===== src/rtl/and_pipe_pkg.sv =====
`default_nettype none
// ============================================================================
//  Module   : and_pipe_pkg
//  Brief    : Shared types and default sizes for the AND pipeline stages.
//  Revision : 1.0  initial release
// ============================================================================
package and_pipe_pkg;

  localparam int DATA_W    = 8;
  localparam int DEF_DEPTH = 4;
  localparam int DEF_CNT_W = 8;

  typedef logic [DATA_W-1:0] data_t;

endpackage
`default_nettype wire


===== src/rtl/sat_counter.sv =====
`default_nettype none
// ============================================================================
//  Module   : sat_counter
//  Brief    : Saturating up-counter; a clear wins over a concurrent increment.
//  Revision : 1.0  initial release
// ============================================================================
module sat_counter #(
  parameter int CNT_W = 8
) (
  input  logic             clk,
  input  logic             reset,
  input  logic             clr,
  input  logic             inc,
  output logic [CNT_W-1:0] count
);

  // Count increments until all ones; clear has priority over increment.
  always_ff @(posedge clk or posedge reset) begin
    if (reset) begin
      count <= '0;
    end else if (clr) begin
      count <= '0;
    end else if (inc && (count != {CNT_W{1'b1}})) begin
      count <= count + CNT_W'(1);
    end
  end

endmodule
`default_nettype wire


===== src/rtl/and_result_buffer.sv =====
`default_nettype none
// ============================================================================
//  Module   : and_result_buffer
//  Brief    : Show-ahead FIFO behind the AND unit, with sticky overflow flag
//             and a saturating count of results dropped while full.
//  Revision : 1.0  initial release
// ============================================================================
module and_result_buffer
  import and_pipe_pkg::*;
#(
  parameter int WIDTH = DATA_W,
  parameter int DEPTH = DEF_DEPTH,
  parameter int CNT_W = DEF_CNT_W
) (
  input  logic                     clk,
  input  logic                     reset,
  input  logic                     in_valid,
  input  logic [WIDTH-1:0]         in_data,
  output logic                     in_ready,
  output logic                     out_valid,
  output logic [WIDTH-1:0]         out_data,
  input  logic                     out_ready,
  input  logic                     clr_stats,
  output logic [$clog2(DEPTH):0]   level,
  output logic                     overflow,
  output logic [CNT_W-1:0]         drop_count
);

  localparam int AW = $clog2(DEPTH);
  localparam int LW = AW + 1;
  localparam logic [LW-1:0] FULL_LEVEL = LW'(DEPTH);

  logic [WIDTH-1:0] mem [DEPTH];
  logic [AW-1:0]    rd_ptr;
  logic [AW-1:0]    wr_ptr;
  logic             push;
  logic             pop;
  logic             drop;

  // Handshake decode; a pop while full frees the slot for a same-cycle push.
  always_comb begin
    out_valid = (level != '0);
    out_data  = out_valid ? mem[rd_ptr] : '0;
    in_ready  = (level != FULL_LEVEL) || out_ready;
    pop       = out_valid && out_ready;
    push      = in_valid && in_ready;
    drop      = in_valid && !in_ready;
  end

  // Storage write; contents need no reset since out_data is masked when empty.
  always_ff @(posedge clk) begin
    if (push) begin
      mem[wr_ptr] <= in_data;
    end
  end

  // Pointers wrap naturally; occupancy is tracked separately in level.
  always_ff @(posedge clk or posedge reset) begin
    if (reset) begin
      rd_ptr <= '0;
      wr_ptr <= '0;
      level  <= '0;
    end else begin
      if (push) wr_ptr <= wr_ptr + AW'(1);
      if (pop)  rd_ptr <= rd_ptr + AW'(1);
      if (push && !pop)      level <= level + LW'(1);
      else if (pop && !push) level <= level - LW'(1);
    end
  end

  // Sticky overflow flag; clear beats a concurrent drop.
  always_ff @(posedge clk or posedge reset) begin
    if (reset) begin
      overflow <= 1'b0;
    end else if (clr_stats) begin
      overflow <= 1'b0;
    end else if (drop) begin
      overflow <= 1'b1;
    end
  end

  sat_counter #(
    .CNT_W (CNT_W)
  ) u_drop_cnt (
    .clk   (clk),
    .reset (reset),
    .clr   (clr_stats),
    .inc   (drop),
    .count (drop_count)
  );

endmodule
`default_nettype wire


===== config.mk =====
export PLATFORM = sky130hd
export DESIGN_NAME = and_result_buffer
export DESIGN_NICKNAME = d
export VERILOG_FILES = /design/src/rtl/and_pipe_pkg.sv /design/src/rtl/sat_counter.sv /design/src/rtl/and_result_buffer.sv
export SDC_FILE = /design/constraint.sdc
export NUM_CORES = 1
export LEC_CHECK = 0
export CAP_MARGIN = 5
export CORE_ASPECT_RATIO = 0.6
export CORE_MARGIN = 5
export CORE_UTILIZATION = 40
export CTS_BUF_LIST = sky130_fd_sc_hd__clkbuf_16
export DETAILED_ROUTE_END_ITERATION = 8
export SLEW_MARGIN = 15
export SYNTH_ARGS = -nofsm -noshare
export SYNTH_HDL_FRONTEND = slang
export SYNTH_SLANG_ARGS = --single-unit

===== constraint.sdc =====
create_clock -name clk -period 6.1 [get_ports clk]
set_clock_uncertainty 0.1 [all_clocks]
set_input_delay 1.22 -clock clk [delete_from_list [all_inputs] [get_ports clk]]
set_output_delay 1.22 -clock clk [all_outputs]
set_load 0.1 [all_outputs]

* After elaboration in Yosys (flattened, before gate mapping)
Memory sizes are Yosys's and may differ from the RTL's.
Cells that the tools add are included.
W data, S select, Z words.
** Word-level totals
- Register bits after elaboration :: 16
- Output and inout bits :: 22
- Memory bits (writable) :: 32
- Bits of input ports :: 13
- Memories :: 1
- Word-level logic and storage cells :: 36
** Memory list
- mem :: words 4, width 8, rd ports 1, clocked after Yosys merged registers in 0, write ports 1, RTL line and_result_buffer.sv:33 : logic [WIDTH-1:0] mem [DEPTH];
** Cells by class
- Equal/unequal tests :: 2
- Add/sub/neg operators :: 5
- Mux-type cells :: 9
- Reductions and logical operators :: 14
** Operator list (count)
- $mux W8 :: 3
- $add A8 B1 Y8 const B :: 1
- $ne A8 B8 Y1 const B :: 1
- $logic_and A1 B1 Y1 :: 6
- $mux W3 :: 2
- $reduce_bool A2 Y1 :: 3
- $add A2 B1 Y2 const B :: 2
- $mux W1 :: 4
- $add A3 B1 Y3 const B :: 1
- $logic_not A1 Y1 :: 3
- $ne A3 B3 Y1 const B :: 1
- $reduce_bool A3 Y1 :: 1
- $sub A3 B1 Y3 const B :: 1
- $logic_or A1 B1 Y1 :: 1

* Longest topological paths before layout
Gate-level depths: netlist of run 1.
- Depth after elaboration :: 7
- Depth in mapped cells :: 9
- Mapped depth without buffers :: 9

* Cells and area by module
Synthesis of run 1 repeated with hierarchy kept, for this count alone.
** Unflattened totals
- Cells, all modules :: 141
- Area, all modules :: 2198.4 sq um
** Modules (own cells, without submodules)
- and_result_buffer :: cells an instance 92, area an instance 1694.1 sq um, sequential area each 1161.1 sq um, instances 1
- sat_counter :: cells an instance 49, area an instance 504.2 sq um, sequential area each 200.2 sq um, instances 1

* Least setup slack after synthesis of run 1
Ideal clock, no wire load.
- Path type :: register to output
- From :: register level[0]
- To :: output port out_data[0]
- Path slack :: 1637 ps
- Required time :: 4780 ps
- Arrival time :: 3143 ps
- Cell stages (with the launch flop) :: 4
- Buffers on the path :: 1
- Cell sequence :: dfrtp_1 > or3_2 > clkbuf_1 > and2_1
** On the way
- Word-level cells in the longest chain between the ends :: 2
** Ends and longest elaborated chain
- start: declaration :: RTL line and_result_buffer.sv:24 : output logic [$clog2(DEPTH):0] level,
- start signal: assignment :: RTL line and_result_buffer.sv:66 : if (push && !pop) level <= level + LW'(1);
- start signal: assignment :: RTL line and_result_buffer.sv:67 : else if (pop && !push) level <= level - LW'(1);
- $reduce_bool A3 Y1 :: RTL line and_result_buffer.sv:42 : out_valid = (level != '0);
- net out_valid :: RTL line and_result_buffer.sv:20 : output logic out_valid,
- $mux W8 :: RTL line and_result_buffer.sv:43 : out_data = out_valid ? mem[rd_ptr] : '0;
- end: declaration :: RTL line and_result_buffer.sv:21 : output logic [WIDTH-1:0] out_data,
The timed path passes the listed nets, and every way through them passes these cells.

* Worst setup path in the final report of run 1
- From :: input port out_ready
- To :: output port in_ready
** On the way
- Word-level cells in the longest chain between the ends :: 1
** Ends and longest elaborated chain
- start: declaration :: RTL line and_result_buffer.sv:22 : input logic out_ready,
- $logic_or A1 B1 Y1 :: RTL line and_result_buffer.sv:44 : in_ready = (level != FULL_LEVEL) || out_ready;
- end: declaration :: RTL line and_result_buffer.sv:19 : output logic in_ready,
Every way passes these cells.

==> results.sh, run 1 <==
export IMPL_status="complete, no violations"
export IMPL_fin_crit_ps=4700
export IMPL_worstRegToRegCells=7
export IMPL_setup_tns_ps=0
export IMPL_layout_drive_gt1_share_pct=11.8
export IMPL_antenna_found_initial=0
export IMPL_grt_usage_pct=13.5
export IMPL_ys_flop_type="edfxtp_1"
export IMPL_grt_max_degree=17
export IMPL_synthTopCellsByArea="edfxtp_1 (46%), dfrtp_1 (19%), mux4_2 (8.6%)"
export IMPL_grt_util_met1_pct=17.8
export IMPL_drtPass1Iterations=4
export IMPL_ant_nets=0
export IMPL_criticalPathCategory="in -> out"
export IMPL_clk_pin_slew_ps=60
export IMPL_grtUsageMet3_pct=3.58
export IMPL_ys_ff_latch=48
export IMPL_grt_pass1_vias=1200
export IMPL_fin_crit_sh_pct=77.1
export IMPL_vias=1204
export IMPL_rsz0062_at_grt="no"
export IMPL_endpoint_kind="output pin"
export IMPL_cts_made_buffers=5
export IMPL_place_congestion=0.749
export IMPL_arrival_ps=3380
export IMPL_syn_inst=131
export IMPL_dieArea_mm2=0.00682
export IMPL_synth_edf_count=32
export IMPL_hpwl_um=3080
export IMPL_grt_busiest_layer="met2"
export IMPL_setup_viol=0
export IMPL_ctsResizeCount=0
export IMPL_viasPerCell=5.12
export IMPL_fmax_mhz=213
export IMPL_syn_area_mm2=0.00209
export IMPL_die_width_um=103
export IMPL_yosys_area_top_type="edfxtp_1"
export IMPL_core_area_mm2=0.00505
export IMPL_tightest_slew_ps=996
export IMPL_hold_violations=0
export IMPL_synth_top_area_share_pct=46.0
export IMPL_fin_hold_ws_ps=406
export IMPL_area_growth_pct=26.1
export IMPL_clock_path_buffers=2
export IMPL_ys_seq_area_share_pct=65.1
export IMPL_use_met2_pct=21.9
export IMPL_maxSlewViolCount=0
export IMPL_io_buffers=34
export IMPL_min_path_type="reg -> reg"
export IMPL_pin_count=35
export IMPL_globalRoute_totalOverflow=0
export IMPL_synth_area_per_cell_um2=16.0
export IMPL_fin_nets=188
export IMPL_cp_required_ps=4780
export IMPL_initial_core_util_pct=41.3
export IMPL_drt_iter0_drc=66
export IMPL_cts_tree="built"
export IMPL_wl_um=4220
export IMPL_grt_pass1_wl_um=6600
export IMPL_synth_cell_types=33
export IMPL_cts_max_level=2
export IMPL_drc=0
export IMPL_clock_latency_ps=280
export IMPL_cts_root_buf="clkbuf_16"
export IMPL_cap_violations=0
export IMPL_post_cts_setup_buffers=0
export IMPL_hold_path_depth=2
export IMPL_async_reset_ff_share_pct=33.3
export IMPL_synth_fp_nets=151
export IMPL_die_h_um=66.0
export IMPL_postCtsHoldBufs=0
export IMPL_start_kind="input pin"
export IMPL_slew_headroom_pct=33.4
export IMPL_wl_per_cell_um=18.0
export IMPL_crit_fanout=7
export IMPL_n_antenna_cell=0
export IMPL_num_rows=20
export IMPL_yosys_warnings=0
export IMPL_clock_sinks=48
[flip-flops by register name, summed over array words and instances, names as in the netlist]
name / flops
mem: 32
rd_ptr: 2
u_drop_cnt.count: 8
wr_ptr: 2
level: 3
overflow: 1
[synthesized netlist by cell type, types with 2 or more instances]
| cell type | instances |
|---|---|
| xor2_1 | 6 |
| ha_1 | 6 |
| edfxtp_1 | 32 |
| mux4_2 | 8 |
| o2111ai_1 | 2 |
| xnor2_1 | 5 |
| and2_1 | 9 |
| nor2_1 | 7 |
| nand2_1 | 4 |
| a21oi_1 | 3 |
| o21ai_0 | 2 |
| nand3_1 | 3 |
| inv_1 | 5 |
| dfrtp_1 | 16 |
| clkbuf_1 | 2 |
| and3_1 | 4 |
[cells by family (layout without fill, tap and decap cells)]
logic type	after synthesis	count (layout)	share of synthesized area [%]
flip-flops	48	48	65.1
AND/OR/NAND/NOR	36	36	10.6
XOR/XNOR	11	11	4.61
AO/OA/AOI/OAI	10	10	3.77
multiplexers	10	10	9.64
buffers and inverters	9	47	1.68
adder cells (fa/ha/maj)	7	7	4.55
[final timing paths]
path | from | to | slack (ps)
min in group asynchronous | reset | level[0] | 1220
hold / removal | overflow | overflow | 410
setup reg to reg | level[1] | level[1] | 3370
hold reg to reg | overflow | overflow | 410
setup / recovery | out_ready | in_ready | 1400
max in group asynchronous | reset | u_drop_cnt.count[1] | 4270
[worst max-delay path, cell delays in order]
cell	delay (ps)
clkdlybuf4s50_1	480
nor4b_4	460
inv_1	210
clkdlybuf4s50_1	1010
[metrics by stage]
step / worst slack (ps) / area [um2] / cells / util (%)
2_1_floorplan: 1640 / 2090 / 131 / -
3_3_place_gp: 1480 / 2500 / 227 / 49.4
3_5_place_dp: 1410 / 2500 / 227 / 49.4
4_1_cts: 1400 / 2640 / 235 / 52.1
5_1_grt: 1330 / 2640 / 235 / 52.1
6_report: 1400 / 2640 / 235 / 52.1
[layer usage]
metal / vias to the layer above / part of all wire (%)
li1: 558 / -
met1: 620 / 46
met2: 24 / 50
met3: 2 / 3.9
met4: 0 / 0.64
met5: - / 0
[area by class of cell]
cell class                 instances  area (um2)
clock buffer                       5         125
clock inverter                     3        13.8
fill                             443        2420
inverter                           5        18.8
multi-input combinational         74         693
sequential                        48        1360
tap                               66        82.6
timing repair buffer              34         340
[placed cells by master (no fill, tap or decap)]
cell type	count
clkdlybuf4s50_1	34
nand3_1	3
o31ai_1	1
mux2_2	1
fa_1	1
o2111ai_1	2
o211ai_1	1
or3_2	1
nand2_1	4
mux2i_1	1
or3_1	1
nor4b_4	1
ha_1	6
o21ai_0	2
nor2_1	7
nand4bb_1	1
and2_0	1
nor2b_1	1
or4_1	1
a21oi_1	3
and4_1	1
o211ai_4	1
dfrtp_1	16
and3_1	4
inv_1	5
edfxtp_1	32
nand4_1	1
and2_1	9
mux4_2	8
inv_2	1
clkbuf_16	5
xnor2_1	5
clkinv_2	2
xor2_1	6
Power of run 1 is left out: the tool's default activity adds up to more than one toggle a clock period on the data nets, which glitch-free logic cannot reach.
==> run 2: changes to the inputs <==
--- a/config.mk
+++ b/config.mk
@@ -11,6 +11,7 @@
 export CORE_UTILIZATION = 40
 export CTS_BUF_LIST = sky130_fd_sc_hd__clkbuf_16
 export DETAILED_ROUTE_END_ITERATION = 8
+export PLACE_DENSITY = 0.65
 export SLEW_MARGIN = 15
 export SYNTH_ARGS = -nofsm -noshare
 export SYNTH_HDL_FRONTEND = slang
==> constraint.sdc (replaced) <==
create_clock -name clk -period 4.2 [get_ports clk]
set_clock_uncertainty 0.1 [all_clocks]
set_input_delay 0.84 -clock clk [delete_from_list [all_inputs] [get_ports clk]]
set_output_delay 0.84 -clock clk [all_outputs]
set_load 0.1 [all_outputs]
==> results.sh, run 2 (synthesis results as in run 1) <==
export IMPL_post_cts_setup_buffers=0
export IMPL_largest_register_ffs=32
export IMPL_clk_pin_slew_ps=60
export IMPL_start_kind="flop"
export IMPL_clock_path_buffers=2
export IMPL_hpwl_um=2840
export IMPL_area_growth_pct=26.6
export IMPL_ctsResizeCount=0
export IMPL_fin_hold_ws_ps=421
export IMPL_postCtsHoldBufs=0
export IMPL_endpoint_kind="output pin"
export IMPL_dieArea_mm2=0.00682
export IMPL_place_congestion=0.766
export IMPL_fmax_mhz=302
export IMPL_viasPerCell=5.05
export IMPL_cp_required_ps=3260
export IMPL_r2r_end="level[1]"
export IMPL_finish_utilization_pct=52.3
export IMPL_tightest_slew_ps=975
export IMPL_die_h_um=66.0
export IMPL_status="complete, no violations"
export IMPL_cts_tree="built"
export IMPL_n_antenna_cell=0
export IMPL_drc=0
export IMPL_r2r_start="level[1]"
export IMPL_vias=1187
export IMPL_arrival_ps=2370
export IMPL_hold_path_depth=1
export IMPL_clock_latency_ps=280
export IMPL_layout_common_cells="edfxtp_1 (32), clkdlybuf4s50_1 (25), dfrtp_1 (16), and2_1 (9), buf_4 (9)"
export IMPL_grt_max_degree=17
export IMPL_grt_pass1_vias=1286
export IMPL_globalRoute_totalOverflow=0
export IMPL_rsz0062_at_grt="no"
export IMPL_setup_tns_ps=0
export IMPL_core_area_mm2=0.00505
export IMPL_hold_start="level[2]"
export IMPL_min_path_type="reg -> reg"
export IMPL_ff2ff_setup_slack_ps=1510
export IMPL_cts_made_buffers=5
export IMPL_fin_crit_sh_pct=78.8
export IMPL_wl_per_cell_um=16.7
export IMPL_die_width_um=103
export IMPL_drtPass1Iterations=4
export IMPL_fin_crit_ps=3310
export IMPL_cap_violations=0
export IMPL_grt_usage_pct=13.3
export IMPL_slew_headroom_pct=34.8
export IMPL_cts_max_level=2
export IMPL_ant_nets=0
export IMPL_pin_count=35
export IMPL_layout_drive_gt1_share_pct=17.2
export IMPL_cts_root_buf="clkbuf_16"
export IMPL_num_rows=20
export IMPL_antenna_found_initial=0
export IMPL_largest_register="mem"
export IMPL_whs_endpoint="level[2]"
export IMPL_hold_violations=0
export IMPL_initial_core_util_pct=41.3
export IMPL_clock_sinks=48
export IMPL_io_buffers=34
export IMPL_drt_iter0_drc=35
export IMPL_largestRegisters="mem x32, u_drop_cnt.count x8, level x3"
export IMPL_fin_nets=188
export IMPL_grt_pass1_wl_um=6590
export IMPL_wl_um=3940
export IMPL_setup_viol=0
export IMPL_criticalPathCategory="reg -> out"
export IMPL_maxSlewViolCount=0
export IMPL_crit_fanout=11
export IMPL_worstRegToRegCells=7
export IMPL_final_common_cell="edfxtp_1"
## run 2: cell types whose count changed in the layout (fill, tap and decap cells not counted)
| cell | delta |
|---|---|
| buf_4 | +9 |
| inv_6 | +1 |
| inv_2 | -1 |
| bufinv_16 | +1 |
| clkinv_2 | -2 |
| clkinvlp_4 | +1 |
| clkdlybuf4s50_1 | -9 |
## run 2: stage by stage
step | setup WS (ps) | cells | instance area [um2]
after floorplan | 117 | 131 | 2090
after global placement | 831 | 227 | 2470
after detailed placement | 711 | 227 | 2470
after CTS | 870 | 235 | 2650
after global routing | 802 | 235 | 2650
final | 889 | 235 | 2650
## run 2: critical path, cell delays in order, from the launching register on
cell,delay (ps)
dfrtp_1,460
or3_2,610
clkdlybuf4s50_1,1020
## run 2: layout make-up
type / instances / area, um2
clock buffers: 5 / 125
fillers: 423 / 2410
flip-flops and latches: 48 / 1360
clock inverters: 3 / 46.3
well taps: 66 / 82.6
repair buffers: 34 / 318
multi-input cells: 74 / 693
inverters: 5 / 18.8
## run 2: routing by layer
layer  share of wire [%]  track usage (%)  wire [um]  vias up
met5                   0                0          0        -
met4                 1.5             5.98         61        0
met3                 6.0             4.00        237        6
met2                  46             19.2       1800       28
met1                  47             18.3       1840      591
li1                    -                -          -      562
## run 2: worst max path at each step
stage / startpoint / end / cells after the start
floorplan: level[0] / out_data[0] / 3
global placement: out_ready / level[1] / 8
detailed placement: out_ready / level[1] / 8
CTS: level[1] / out_valid / 2
global route: out_ready / level[1] / 8
finish: level[1] / out_valid / 2
Power of run 2 is left out for the same reason.
